<file path="config.mk">
export PLATFORM = sky130hd
export DESIGN_NAME = ctrl_addr_sequencer
export DESIGN_NICKNAME = d
export VERILOG_FILES = /design/src/rtl/ctrl_pkg.sv /design/src/rtl/ctrl_addr_decode.sv /design/src/rtl/ctrl_addr_sequencer.sv
export SDC_FILE = /design/constraint.sdc
export NUM_CORES = 1
export LEC_CHECK = 0
export BUFFER_PORTS_ARGS = -buffer_cell sky130_fd_sc_hd__buf_4
export CAP_MARGIN = 20
export CORE_MARGIN = 5
export CORE_UTILIZATION = 37
export CTS_BUF_LIST = sky130_fd_sc_hd__clkbuf_2
export CTS_CLUSTER_DIAMETER = 30
export CTS_CLUSTER_SIZE = 24
export DETAILED_ROUTE_END_ITERATION = 8
export PLACE_DENSITY = 0.69
export REMOVE_ABC_BUFFERS = 1
export SLEW_MARGIN = 20
export SYNTH_ARGS = -nofsm -noshare
export SYNTH_HDL_FRONTEND = slang
export SYNTH_HIERARCHICAL = 1
export SYNTH_SLANG_ARGS = --single-unit
</file>
<file path="constraint.sdc">
create_clock -name clk -period 4.8 [get_ports clk]
set_clock_uncertainty 0.15 [all_clocks]
set_input_delay 0 -clock clk [delete_from_list [all_inputs] [get_ports clk]]
set_output_delay 0 -clock clk [all_outputs]
set_load 0.02 [all_outputs]
</file>
<file path="src/rtl/ctrl_pkg.sv">
// ============================================================================
//  Module      : ctrl_pkg
//  Description : Shared opcodes, control-memory addresses, sequencer state
//                encoding and the branch-resolution helper.
//  Revision    : 1.0  initial release
// ============================================================================
`default_nettype none

package ctrl_pkg;

    localparam logic [6:0] OPC_OP     = 7'b0110011;
    localparam logic [6:0] OPC_OP_IMM = 7'b0010011;
    localparam logic [6:0] OPC_LOAD   = 7'b0000011;
    localparam logic [6:0] OPC_STORE  = 7'b0100011;
    localparam logic [6:0] OPC_BRANCH = 7'b1100011;
    localparam logic [6:0] OPC_JALR   = 7'b1100111;

    localparam logic [6:0] F7_BASE    = 7'b0000000;
    localparam logic [6:0] F7_ALT     = 7'b0100000;
    localparam logic [6:0] F7_MULDIV  = 7'b0000001;

    localparam logic [4:0] ADDR_NOP   = 5'd0;
    localparam logic [4:0] ADDR_ADD   = 5'd1;
    localparam logic [4:0] ADDR_SUB   = 5'd2;
    localparam logic [4:0] ADDR_SLT   = 5'd3;
    localparam logic [4:0] ADDR_SLTU  = 5'd4;
    localparam logic [4:0] ADDR_XOR   = 5'd5;
    localparam logic [4:0] ADDR_OR    = 5'd6;
    localparam logic [4:0] ADDR_AND   = 5'd7;
    localparam logic [4:0] ADDR_SLL   = 5'd8;
    localparam logic [4:0] ADDR_SRL   = 5'd9;
    localparam logic [4:0] ADDR_SRA   = 5'd10;
    localparam logic [4:0] ADDR_ADDI  = 5'd11;
    localparam logic [4:0] ADDR_SLTI  = 5'd12;
    localparam logic [4:0] ADDR_SLTIU = 5'd13;
    localparam logic [4:0] ADDR_XORI  = 5'd14;
    localparam logic [4:0] ADDR_ORI   = 5'd15;
    localparam logic [4:0] ADDR_ANDI  = 5'd16;
    localparam logic [4:0] ADDR_SLLI  = 5'd17;
    localparam logic [4:0] ADDR_SRLI  = 5'd18;
    localparam logic [4:0] ADDR_SRAI  = 5'd19;
    localparam logic [4:0] ADDR_LOAD  = 5'd20;
    localparam logic [4:0] ADDR_STORE = 5'd21;
    localparam logic [4:0] ADDR_BR_NT = 5'd22;
    localparam logic [4:0] ADDR_BR_T  = 5'd23;
    localparam logic [4:0] ADDR_JALR  = 5'd24;
    localparam logic [4:0] ADDR_MUL   = 5'd25;

    typedef enum logic [2:0] {
        IDLE     = 3'd0,
        EXEC     = 3'd1,
        BR_EVAL  = 3'd2,
        BR_RES   = 3'd3,
        MUL_WAIT = 3'd4
    } state_t;

    function automatic logic br_taken(input logic [2:0] f3, input logic eq,
                                      input logic lt, input logic ltu);
        logic t;
        case (f3)
            3'b000:  t = eq;
            3'b001:  t = !eq;
            3'b100:  t = lt;
            3'b101:  t = !lt;
            3'b110:  t = ltu;
            3'b111:  t = !ltu;
            default: t = 1'b0;
        endcase
        return t;
    endfunction

endpackage

`default_nettype wire

</file>
<file path="src/rtl/ctrl_addr_decode.sv">
// ============================================================================
//  Module      : ctrl_addr_decode
//  Description : Combinational RV32I+M decode of opcode/funct3/funct7 into a
//                control-memory address plus branch/mul/illegal flags.
//  Revision    : 1.0  initial release
// ============================================================================
`default_nettype none

module ctrl_addr_decode
    import ctrl_pkg::*;
(
    input  logic [31:0] instr_i,
    output logic [4:0]  addr_o,
    output logic        is_branch_o,
    output logic        is_mul_o,
    output logic        illegal_o
);

    logic [6:0] opc;
    logic [2:0] f3;
    logic [6:0] f7;
    logic       unused_fields;

    assign opc = instr_i[6:0];
    assign f3  = instr_i[14:12];
    assign f7  = instr_i[31:25];
    assign unused_fields = ^{instr_i[24:15], instr_i[11:7]};

    always_comb begin
        addr_o      = ADDR_NOP;
        is_branch_o = 1'b0;
        is_mul_o    = 1'b0;
        illegal_o   = 1'b0;
        case (opc)
            OPC_OP: begin
                if (f7 == F7_BASE) begin
                    case (f3)
                        3'b000:  addr_o = ADDR_ADD;
                        3'b001:  addr_o = ADDR_SLL;
                        3'b010:  addr_o = ADDR_SLT;
                        3'b011:  addr_o = ADDR_SLTU;
                        3'b100:  addr_o = ADDR_XOR;
                        3'b101:  addr_o = ADDR_SRL;
                        3'b110:  addr_o = ADDR_OR;
                        default: addr_o = ADDR_AND;
                    endcase
                end else if (f7 == F7_ALT && f3 == 3'b000) begin
                    addr_o = ADDR_SUB;
                end else if (f7 == F7_ALT && f3 == 3'b101) begin
                    addr_o = ADDR_SRA;
                end else if (f7 == F7_MULDIV && f3 == 3'b000) begin
                    addr_o   = ADDR_MUL;
                    is_mul_o = 1'b1;
                end else begin
                    illegal_o = 1'b1;
                end
            end
            OPC_OP_IMM: begin
                case (f3)
                    3'b000: addr_o = ADDR_ADDI;
                    3'b010: addr_o = ADDR_SLTI;
                    3'b011: addr_o = ADDR_SLTIU;
                    3'b100: addr_o = ADDR_XORI;
                    3'b110: addr_o = ADDR_ORI;
                    3'b111: addr_o = ADDR_ANDI;
                    3'b001: begin
                        if (f7 == F7_BASE) addr_o = ADDR_SLLI;
                        else               illegal_o = 1'b1;
                    end
                    default: begin
                        // 101: shift kind is selected by imm[11:5]
                        if (f7 == F7_BASE)     addr_o = ADDR_SRLI;
                        else if (f7 == F7_ALT) addr_o = ADDR_SRAI;
                        else                   illegal_o = 1'b1;
                    end
                endcase
            end
            OPC_LOAD:  addr_o = ADDR_LOAD;
            OPC_STORE: addr_o = ADDR_STORE;
            OPC_JALR:  addr_o = ADDR_JALR;
            OPC_BRANCH: begin
                if (f3 == 3'b010 || f3 == 3'b011) begin
                    illegal_o = 1'b1;
                end else begin
                    addr_o      = ADDR_BR_NT;
                    is_branch_o = 1'b1;
                end
            end
            default: illegal_o = 1'b1;
        endcase
    end

endmodule

`default_nettype wire

</file>
<file path="src/rtl/ctrl_addr_sequencer.sv">
// ============================================================================
//  Module      : ctrl_addr_sequencer
//  Description : Microsequencer producing the registered control-memory
//                address for single-cycle, branch and multi-cycle MUL ops.
//  Revision    : 1.0  initial release
// ============================================================================
`default_nettype none

module ctrl_addr_sequencer
    import ctrl_pkg::*;
#(
    parameter int MUL_MAX_CYCLES = 32
) (
    input  logic        clk,
    input  logic        reset,
    input  logic        instr_valid,
    input  logic [31:0] instr,
    output logic        instr_ready,
    input  logic        br_eq,
    input  logic        br_lt,
    input  logic        br_ltu,
    input  logic        mul_done,
    output logic [4:0]  ctrl_addr,
    output logic        busy,
    output logic        illegal_instr,
    output logic        mul_timeout
);

    localparam int              CNT_W    = (MUL_MAX_CYCLES > 1) ? $clog2(MUL_MAX_CYCLES) : 1;
    localparam logic [CNT_W-1:0] CNT_LAST = CNT_W'(MUL_MAX_CYCLES - 1);

    state_t           state_q, state_d;
    logic [4:0]       addr_q, addr_d;
    logic [2:0]       f3_q, f3_d;
    logic             taken_q, taken_d;
    logic [CNT_W-1:0] cnt_q, cnt_d;
    logic             illegal_q, illegal_d;
    logic             timeout_q, timeout_d;

    logic [4:0] dec_addr;
    logic       dec_branch;
    logic       dec_mul;
    logic       dec_illegal;
    logic       accept;

    ctrl_addr_decode u_decode (
        .instr_i     (instr),
        .addr_o      (dec_addr),
        .is_branch_o (dec_branch),
        .is_mul_o    (dec_mul),
        .illegal_o   (dec_illegal)
    );

    assign instr_ready   = (state_q == IDLE) || (state_q == EXEC) || (state_q == BR_RES);
    assign busy          = (state_q != IDLE);
    assign accept        = instr_valid && instr_ready;
    assign ctrl_addr     = addr_q;
    assign illegal_instr = illegal_q;
    assign mul_timeout   = timeout_q;

    always_comb begin
        state_d   = state_q;
        addr_d    = addr_q;
        f3_d      = f3_q;
        taken_d   = taken_q;
        cnt_d     = cnt_q;
        illegal_d = 1'b0;
        timeout_d = 1'b0;
        case (state_q)
            BR_EVAL: begin
                taken_d = br_taken(f3_q, br_eq, br_lt, br_ltu);
                addr_d  = taken_d ? ADDR_BR_T : ADDR_BR_NT;
                state_d = BR_RES;
            end
            MUL_WAIT: begin
                // mul_done takes priority over an expiring counter
                if (mul_done) begin
                    state_d = IDLE;
                    addr_d  = ADDR_NOP;
                end else if (cnt_q == CNT_LAST) begin
                    state_d   = IDLE;
                    addr_d    = ADDR_NOP;
                    timeout_d = 1'b1;
                end else begin
                    cnt_d = cnt_q + 1'b1;
                end
            end
            default: begin
                if (accept) begin
                    if (dec_illegal) begin
                        state_d   = IDLE;
                        addr_d    = ADDR_NOP;
                        illegal_d = 1'b1;
                    end else if (dec_branch) begin
                        state_d = BR_EVAL;
                        addr_d  = dec_addr;
                        f3_d    = instr[14:12];
                    end else if (dec_mul) begin
                        state_d = MUL_WAIT;
                        addr_d  = dec_addr;
                        cnt_d   = '0;
                    end else begin
                        state_d = EXEC;
                        addr_d  = dec_addr;
                    end
                end else begin
                    state_d = IDLE;
                    addr_d  = ADDR_NOP;
                end
            end
        endcase
    end

    always_ff @(posedge clk) begin
        if (reset) begin
            state_q   <= IDLE;
            addr_q    <= ADDR_NOP;
            f3_q      <= 3'b000;
            taken_q   <= 1'b0;
            cnt_q     <= '0;
            illegal_q <= 1'b0;
            timeout_q <= 1'b0;
        end else begin
            state_q   <= state_d;
            addr_q    <= addr_d;
            f3_q      <= f3_d;
            taken_q   <= taken_d;
            cnt_q     <= cnt_d;
            illegal_q <= illegal_d;
            timeout_q <= timeout_d;
        end
    end

endmodule

`default_nettype wire

</file>
==> results.py, run 1 <==
metrics = {
    "synth": {
        "synth.cell_area_um2": 1346,
        "synth_flop_cell": "dfxtp_1",
        "ys_seq_area_frac": 0.2677,
        "synth_largest_area_cell": "dfxtp_1",
        "yosysWarnings": 6,
        "syn_inst": 160,
        "synth_edf_count": 0,
        "synth_top_area_frac": 0.2677,
        "synth.distinct_cells": 57,
        "syn_area_per_cell_um2": 8.414,
        "ys_top_cells_by_area": "dfxtp_1 (27%), nor2_1 (4.7%), a21oi_1 (3.7%)",
        "synthArstFlopShare": 0,
        "synth-seq-cells": 18,
    },
    "place": {
        "dp_hpwl_um": 2495,
        "routabilityCongestion": 0.8324,
        "portBuffers": 32,
        "placed_cells": 232,
        "place_area_um2": 1609,
    },
    "floorplan": {
        "core_area_um2": 3606,
        "io_pins": 48,
        "dieArea_um2": 4945,
        "rows": 22,
        "die-height_um": 70.32,
        "die_width_um": 70.32,
        "start_util": 0.3734,
    },
    "critical_path": {
        "path_common_cell": "dlygate4sd3_1",
        "critPathLaunchType": "primary input",
        "cp_slowest_cell": "dlygate4sd3_1",
        "critical_path_class": "primary input to flop",
        "crit_family": "buffers and inverters",
        "end_kind": "flop",
        "crit_buf_inv": 3,
        "critical_path.cell_chain": "dlygate4sd3_1 > buf_4 > nor4bb_1 > o311ai_1 > nand4_1 > o221ai_1 > nor3_2 > a21oi_1 > a311oi_1 > dlygate4sd3_1",
        "max_stage_delay_ns": 0.57,
        "rr_worst_depth": 5,
        "crit_required_ns": 4.90,
        "cp-startpoint": "instr[14]",
        "crit_fanout": 15,
        "crit_cells": 10,
        "arrival_ns": 2.85,
        "r2r-start": "state_q[2]",
    },
    "sta": {
        "fmax_mhz": 363.3,
        "rsz0062_at_grt": "no",
        "period_needed_ns": 2.752,
        "setup-violations-final": 0,
        "relSlewSlack": 0.5245,
        "fin_crit_sh": 0.5734,
        "hold_viol_final": 0,
        "slew_viol_final": 0,
        "tightestPinTransition_ns": 0.7067,
        "hold-worst-slack_ns": 0.05053,
        "setup_tns_ns": 0,
    },
    "global_route": {
        "overflow": 0,
        "grtUsageTotal": 0.1400,
        "antenna_found_initial": 0,
        "grt_start_max_net_pins": 20,
        "grt_pass1_vias": 1303,
        "grt_pass1_wl_um": 5851,
    },
    "drt": {
        "via_per_inst": 5.684,
        "drt_pass1_iterations": 4,
        "highest_layer": "met4",
        "num_vias": 1387,
        "first_iter_violations": 99,
        "wl_met1_um": 1587,
        "route.detailed.drc": 0,
        "routed_wl_um": 3389,
        "wl_met2_um": 1530,
        "wl_per_cell_um": 13.89,
        "postRouteAntennaNets": 0,
        "met3_length_um": 189,
    },
    "clocking": {
        "clock_latency_ns": 0.29,
        "clock_path_buffers": 2,
        "post_cts_buffers": 0,
        "cts_htree_levels": 1,
        "cts.sinks": 18,
        "cts_tree": "built",
        "root_buffer": "clkbuf_2",
        "path_clk_slew_ns": 0.15,
        "numCtsBuffers": 3,
    },
    "pwr": {
        "p_per_area_nw_per_um2": 157.1,
        "leakage_nw": 0.6452,
        "peakVddDrop_uv": 89.99,
    },
    "finish": {
        "nets": 239,
        "final_cells": 244,
        "drive_gt1_frac": 0.2449,
        "fin_area_um2": 1714,
        "antenna_cells": 0,
        "syn2layout_area_growth_pct": 27.32,
    },
    "min_path": {
        "min_from": "instr[4]",
        "whs_path_depth": 5,
        "hold_class": "primary input to flop",
    },
    "status": {
        "status": "completed",
    },
    "job": {
        "maxCapViolCount": 0,
    },
}
-- worst min-delay path, cell delays in order --
cell and delay, ns:
buf_4 0.13, o311ai_1 0.07, a21o_1 0.11, a221oi_1 0.07, nor2_1 0.08
-- worst paths after layout --
check / slack, ns / to
max: 2.05 / ctrl_addr[0]
min: 0.05 / ctrl_addr[2]
max reg2reg: 2.39 / ctrl_addr[0]
min reg2reg: 0.34 / cnt_q[4]
-- registers in the layout (all words and copies together) (netlist names) --
name	cells
cnt_q	5
state_q	3
illegal_instr	1
ctrl_addr	5
mul_timeout	1
f3_q	3
-- cells in the mapped netlist, types with 3 or more instances --
cell,number
o41ai_2,3
buf_2,5
nor2_1,17
nand4_1,4
xnor2_1,4
inv_1,4
nand3_1,8
nor2b_1,5
nand2_1,3
mux2i_1,4
nor4_1,3
nand2b_1,6
a21oi_1,10
nor3_1,5
a31oi_1,3
dfxtp_1,18
-- routing by layer --
| metal | vias to the layer above | global-route usage |
|---|---|---|
| li1 | 702 | - |
| met1 | 631 | 0.1913 |
| met2 | 43 | 0.2079 |
| met3 | 11 | 0.03741 |
| met4 | 0 | 0.05319 |
| met5 | - | 0 |
-- repair_timing --
item | 4_1_cts | 5_1_grt
endpoints found under the hold margin | 18 | 0
hold buffers | 9 | 0
gates resized for setup | 0 | 0
endpoints found under the setup margin | 0 | 0
-- cell type report --
| class | instances | area [um2] |
|---|---|---|
| inverters | 4 | 15.01 |
| flip-flops and latches | 18 | 360.3 |
| clock buffers | 3 | 15.01 |
| repair buffers | 41 | 330.3 |
| well taps | 48 | 60.06 |
| multi-input cells | 130 | 933.4 |
| fillers | 377 | 1892 |
-- report_power, final --
part           leakage (nW)  switching (mW)  internal, mW  total, mW
logic                 0.488          0.0309        0.0283     0.0592
registers             0.145        0.000196         0.150      0.150
clock network        0.0125          0.0428        0.0170     0.0598
total                 0.645          0.0739         0.195      0.269
-- placed cells by master (no fill, tap or decap), types with 5 or more instances in the layout --
cell            n
a21oi_1        10
buf_4          32
dfxtp_1        18
dlygate4sd3_1   9
nand2b_1        6
nand3_1         8
nor2_1         17
nor2b_1         5
nor3_1          5
-- kinds of logic after synthesis --
| family | Yosys count | synth area share |
|---|---|---|
| mux | 4 | 0.02974 |
| fa+ha+maj | 2 | 0.01858 |
| compound gates | 42 | 0.2426 |
| buf+inv | 12 | 0.03903 |
| simple gates | 78 | 0.3764 |
| xor+xnor | 4 | 0.02602 |
| flops | 18 | 0.2677 |
-- stage by stage --
| stage | util | setup WS, ns | total power, mW |
|---|---|---|---|
| floorplan | - | 2.614 | 0.1747 |
| global placement | 0.4462 | 2.211 | 0.2066 |
| CTS | 0.4754 | 2.054 | 0.2713 |
| detailed placement | 0.4462 | 2.121 | 0.2066 |
| finish | 0.4754 | 2.048 | 0.2693 |
| global route | 0.4754 | 1.791 | 0.2832 |
Power figures use the tool's default switching activity.
==> run 2, diff against run 1 <==
==> constraint.sdc (replaced) <==
create_clock -name clk -period 2.57 [get_ports clk]
set_clock_uncertainty 0.15 [all_clocks]
set_input_delay 0 -clock clk [delete_from_list [all_inputs] [get_ports clk]]
set_output_delay 0 -clock clk [all_outputs]
set_load 0.02 [all_outputs]
==> run 2 against run 1 <==
Against the previous run:
- final cell count is 2.0% higher
- critical path depth unchanged
- sequential power increased by 87%
- count of clock-buffer cells in the layout unchanged
- die area is the same
- utilization grew 0.87 points
- critical endpoint is now cnt_q[1]
==> results.py, run 2 (synthesized netlist as in run 1, its figures left out) <==
metrics = {
    "floorplan": {
        "io_pins": 48,
        "rows": 22,
        "start_util": 0.3734,
        "die_width_um": 70.32,
        "dieArea_um2": 4945,
        "die-height_um": 70.32,
        "core_area_um2": 3606,
    },
    "sta": {
        "fmax_mhz": 437.3,
        "hold_viol_final": 0,
        "tightestPinTransition_ns": 0.4356,
        "setup_tns_ns": 0,
        "relSlewSlack": 0.7096,
        "setup-violations-final": 0,
        "slew_viol_final": 0,
        "fin_crit_sh": 0.8897,
        "period_needed_ns": 2.287,
        "rsz0062_at_grt": "no",
    },
    "clocking": {
        "cts_htree_levels": 1,
        "clock_path_buffers": 2,
        "root_buffer": "clkbuf_2",
        "path_clk_slew_ns": 0.16,
        "clock_latency_ns": 0.30,
        "cts_resized": 0,
        "cts_tree": "built",
        "numCtsBuffers": 3,
        "post_cts_buffers": 0,
        "cts.sinks": 18,
    },
    "global_route": {
        "grt.met2_usage": 0.2277,
        "top_usage_layer": "met2",
        "grt_pass1_vias": 1225,
        "grt_pass1_wl_um": 5678,
        "grt_start_max_net_pins": 20,
        "met1_usage": 0.1861,
        "grtUsageTotal": 0.1376,
        "overflow": 0,
        "grtUsageMet3": 0.03022,
        "antenna_found_initial": 0,
    },
    "critical_path": {
        "crit_fanout": 19,
        "critical_path_class": "primary input to flop",
        "crit_required_ns": 2.66,
        "r2r_slack_ns": 0.67,
        "crit_buf_inv": 2,
        "rr_endpoint": "ctrl_addr[0]",
        "critical_path.cell_chain": "dlygate4sd3_1 > buf_4 > nor4bb_1 > o311ai_1 > nand4_1 > o221ai_1 > nor3b_1 > and3_1 > o2111ai_1 > a21oi_1",
        "cp_slowest_cell": "dlygate4sd3_1",
        "critPathLaunchType": "primary input",
        "arrival_ns": 2.38,
        "rr_worst_depth": 4,
        "crit_family": "simple AND/OR/NAND/NOR gates",
        "r2r-start": "state_q[2]",
        "end_kind": "flop",
        "max_stage_delay_ns": 0.54,
    },
    "finish": {
        "drive_gt1_frac": 0.2637,
        "nets": 243,
        "fill_cells": 367,
        "final_cell_mix": "buf_4 (37), dfxtp_1 (18), nor2_1 (17), a21oi_1 (10)",
        "antenna_cells": 0,
        "final_common_cell": "buf_4",
        "multi_input_area_um2": 933.4,
        "regArea_um2": 360.3,
        "syn2layout_area_growth_pct": 29.65,
    },
    "place": {
        "dp_hpwl_um": 2565,
        "routabilityCongestion": 0.8163,
        "portBuffers": 32,
    },
    "drt": {
        "route.detailed.drc": 0,
        "routed_wl_um": 3362,
        "postRouteAntennaNets": 0,
        "via_per_inst": 5.582,
        "wl_per_cell_um": 13.50,
        "num_vias": 1390,
        "drt_pass1_iterations": 4,
        "first_iter_violations": 97,
    },
    "pwr": {
        "p_switching_uw": 141.0,
        "pwr-share-comb": 0.218,
        "p_per_area_nw_per_um2": 291.6,
        "p_int_uw": 368.1,
        "clockPowerShare": 0.231,
        "seq_power_share": 0.551,
        "p_sw_frac": 0.2769,
        "leakage_nw": 0.6670,
        "power.total_uw": 509.0,
        "peakVddDrop_uv": 257.3,
    },
    "min_path": {
        "whs_path_depth": 5,
        "min_from": "br_lt",
        "hold_class": "primary input to flop",
        "hold_path_end": "ctrl_addr[0]",
    },
    "status": {
        "status": "completed",
    },
    "job": {
        "maxCapViolCount": 0,
    },
}
[run 2: through the flow]
stage	std cells	hold WS, ns	area [um2]	utilization	worst slack [ns]
4_1_cts	249	0.007393	1745	0.4840	0.2957
2_1_floorplan	152	-0.08093	1309	-	0.3843
6_report	249	0.01080	1745	0.4840	0.2834
3_3_place_gp	237	0.1733	1647	0.4566	0.2783
3_5_place_dp	237	0.1783	1647	0.4566	0.2438
5_1_grt	249	0.03752	1745	0.4840	0.04414
[run 2: what timing repair did]
item / in CTS / in global routing
hold endpoints to repair: 18 / 0
endpoints found under the setup margin: 0 / 0
hold buffers: 8 / 0
[run 2: worst max path at each step]
stage,slack [ns],cells after the start,end,startpoint
global placement,0.28,8,state_q[0],instr[29]
CTS,0.30,10,cnt_q[1],instr[13]
detailed placement,0.24,9,cnt_q[1],instr[29]
global route,0.04,10,cnt_q[1],instr[14]
finish,0.28,10,cnt_q[1],instr[13]
floorplan,0.38,7,state_q[0],instr[29]
[run 2: worst min-delay path, stage by stage]
cell and delay [ns]:
buf_4 0.07, mux2i_1 0.06, xnor2_1 0.13, nand3_1 0.08, a311oi_1 0.08
[run 2: routing by layer]
metal / routed length [um] / part of all wire
met2: 1615 / 0.48
met4: 14 / 0.0042
met3: 169 / 0.050
met1: 1563 / 0.46
met5: 0 / 0
[run 2: area by class of cell]
cell class	count	share of cell area
flip-flops and latches	18	0.2065
inverters	4	0.008602
repair buffers	45	0.2050
multi-input cells	130	0.5348
clock inverters	1	0.002151
clock buffers	3	0.008602
well taps	48	0.03441
[run 2: power groups by stage]
| stage | Clock, mW | Combinational, mW | Sequential (mW) |
|---|---|---|---|
| floorplan | 0 | 0.0385 | 0.288 |
| finish | 0.118 | 0.111 | 0.281 |
| detailed placement | 0 | 0.101 | 0.287 |
| CTS | 0.121 | 0.111 | 0.281 |
| global route | 0.135 | 0.121 | 0.281 |
| global placement | 0 | 0.101 | 0.287 |
==> run 3, diff against run 2 <==
--- a/config.mk
+++ b/config.mk
@@ -9,7 +9,7 @@
 export CAP_MARGIN = 20
 export CORE_MARGIN = 5
 export CORE_UTILIZATION = 37
-export CTS_BUF_LIST = sky130_fd_sc_hd__clkbuf_2
+export CTS_BUF_LIST = sky130_fd_sc_hd__clkbuf_8
 export CTS_CLUSTER_DIAMETER = 30
 export CTS_CLUSTER_SIZE = 24
 export DETAILED_ROUTE_END_ITERATION = 8
==> run 3 against run 2 <==
Against the previous run:
- first-iteration DRC count fell by 29%
- cell area up 0.65%
- critical path depth decreased by 1
- power rose by 21%
- count of clock-buffer cells in the layout rose by 1
- combinational power about the same
- non-clock buffer count fell by 3
- largest cell class unchanged
==> results.py, run 3 (synthesized netlist as in run 1, its figures left out) <==
metrics = {
    "status": {
        "status": "completed",
    },
    "critical_path": {
        "rr_endpoint": "ctrl_addr[0]",
        "critical_path_class": "primary input to flop",
        "arrival_ns": 2.35,
        "rr_worst_depth": 4,
        "cp_slowest_cell": "dlygate4sd3_1",
        "end_kind": "flop",
        "crit_required_ns": 2.60,
        "max_stage_delay_ns": 0.53,
        "r2r_slack_ns": 0.68,
        "r2r-start": "state_q[2]",
        "critical_path.cell_chain": "dlygate4sd3_1 > buf_4 > nor4bb_1 > o311ai_1 > nand4_1 > o221ai_1 > nor3_2 > or3b_1 > a211oi_1",
        "critPathLaunchType": "primary input",
        "crit_fanout": 15,
    },
    "min_path": {
        "hold_path_end": "f3_q[1]",
        "min_from": "instr[13]",
        "whs_path_depth": 3,
        "hold_class": "primary input to flop",
    },
    "drt": {
        "via_per_inst": 5.610,
        "routed_wl_um": 3365,
        "postRouteAntennaNets": 0,
        "route.detailed.drc": 0,
        "num_vias": 1380,
        "drt_pass1_iterations": 4,
        "wl_per_cell_um": 13.68,
        "first_iter_violations": 69,
    },
    "floorplan": {
        "start_util": 0.3734,
        "rows": 22,
        "core_area_um2": 3606,
        "die_width_um": 70.32,
        "die-height_um": 70.32,
        "io_pins": 48,
        "dieArea_um2": 4945,
    },
    "sta": {
        "setup_tns_ns": 0,
        "setup-violations-final": 0,
        "tightestPinTransition_ns": 0.4802,
        "slew_viol_final": 0,
        "period_needed_ns": 2.325,
        "relSlewSlack": 0.6799,
        "fin_crit_sh": 0.9046,
        "rsz0062_at_grt": "no",
        "hold_viol_final": 0,
        "fmax_mhz": 430.1,
    },
    "global_route": {
        "met1_usage": 0.1887,
        "grt_pass1_vias": 1213,
        "overflow": 0,
        "grt_pass1_wl_um": 5727,
        "grtUsageMet3": 0.03453,
        "antenna_found_initial": 0,
        "grt.met2_usage": 0.2235,
        "top_usage_layer": "met2",
        "grtUsageTotal": 0.1418,
        "grt_start_max_net_pins": 20,
    },
    "finish": {
        "multi_input_area_um2": 938.4,
        "antenna_cells": 0,
        "nets": 240,
        "syn2layout_area_growth_pct": 30.48,
        "final_cell_mix": "buf_4 (37), dfxtp_1 (18), nor2_1 (17), a21oi_1 (10), nand3_1 (8)",
        "drive_gt1_frac": 0.2778,
        "fill_cells": 362,
        "regArea_um2": 360.3,
        "final_common_cell": "buf_4",
    },
    "place": {
        "portBuffers": 32,
        "dp_hpwl_um": 2565,
        "routabilityCongestion": 0.8163,
    },
    "pwr": {
        "power.total_uw": 614.0,
        "p_per_area_nw_per_um2": 349.5,
        "peakVddDrop_uv": 213.5,
        "leakage_nw": 0.6694,
    },
    "job": {
        "maxCapViolCount": 0,
    },
    "clocking": {
        "numCtsBuffers": 3,
        "cts_htree_levels": 1,
        "clock_latency_ns": 0.25,
        "root_buffer": "clkbuf_8",
        "path_clk_slew_ns": 0.06,
        "cts_tree": "built",
        "cts.sinks": 18,
        "clock_path_buffers": 2,
    },
}
## run 3: cell types whose count changed in the layout (fill, tap and decap cells not counted)
cell           delta
nor3b_1           -1
clkbuf_8          +4
dlygate4sd3_1     -3
clkbuf_2          -3
nor3b_2           +1
clkinv_1          -1
## run 3: per-stage QoR
| step | setup WS [ns] | hold slack (ns) | instance area [um2] | utilization | std cells |
|---|---|---|---|---|---|
| floorplan | 0.3843 | -0.08093 | 1309 | - | 152 |
| global placement | 0.2783 | 0.1733 | 1647 | 0.4566 | 237 |
| detailed placement | 0.2438 | 0.1783 | 1647 | 0.4566 | 237 |
| CTS | 0.2542 | 0.01061 | 1752 | 0.4858 | 246 |
| global route | 0.04234 | 0.04206 | 1757 | 0.4872 | 246 |
| finish | 0.2452 | 0.01969 | 1757 | 0.4872 | 246 |
## run 3: how the worst max path moves through the flow
stage | startpoint | to | slack, ns | depth (start not counted)
after floorplan | instr[29] | state_q[0] | 0.38 | 7
after global placement | instr[29] | state_q[0] | 0.28 | 8
after detailed placement | instr[29] | cnt_q[1] | 0.24 | 9
after CTS | instr[14] | cnt_q[1] | 0.25 | 10
after global routing | instr[14] | state_q[0] | 0.04 | 9
final | instr[14] | state_q[0] | 0.25 | 9
## run 3: final cells by class
| cell class | count | area share |
|---|---|---|
| timing repair buffer | 42 | 0.1866 |
| clock buffer | 4 | 0.03134 |
| multi-input combinational | 130 | 0.5342 |
| sequential | 18 | 0.2051 |
| tap | 48 | 0.03419 |
| inverter | 4 | 0.008547 |
## run 3: layer usage
layer / vias to the layer above / routed length [um]
li1: 698 / -
met1: 649 / 1576
met2: 29 / 1607
met3: 4 / 155
met4: 0 / 24
met5: - / 0
## run 3: where the power goes
part / switching [mW] / internal (mW) / total (mW)
clock network: 0.0899 / 0.136 / 0.226
registers: 0.000339 / 0.280 / 0.280
logic: 0.0567 / 0.0510 / 0.108
## run 3: repair_timing
item	in CTS	in global routing
endpoints found under the hold margin	17	0
setup endpoints to repair	0	2
buffers inserted	0	0
hold buffers	5	0
gates resized for setup	0	1
## run 3: critical path, delay by kind of cell
family,cells,cell delay (ns)
simple gates,4,1.03
buf+inv,2,0.72
compound gates,3,0.60
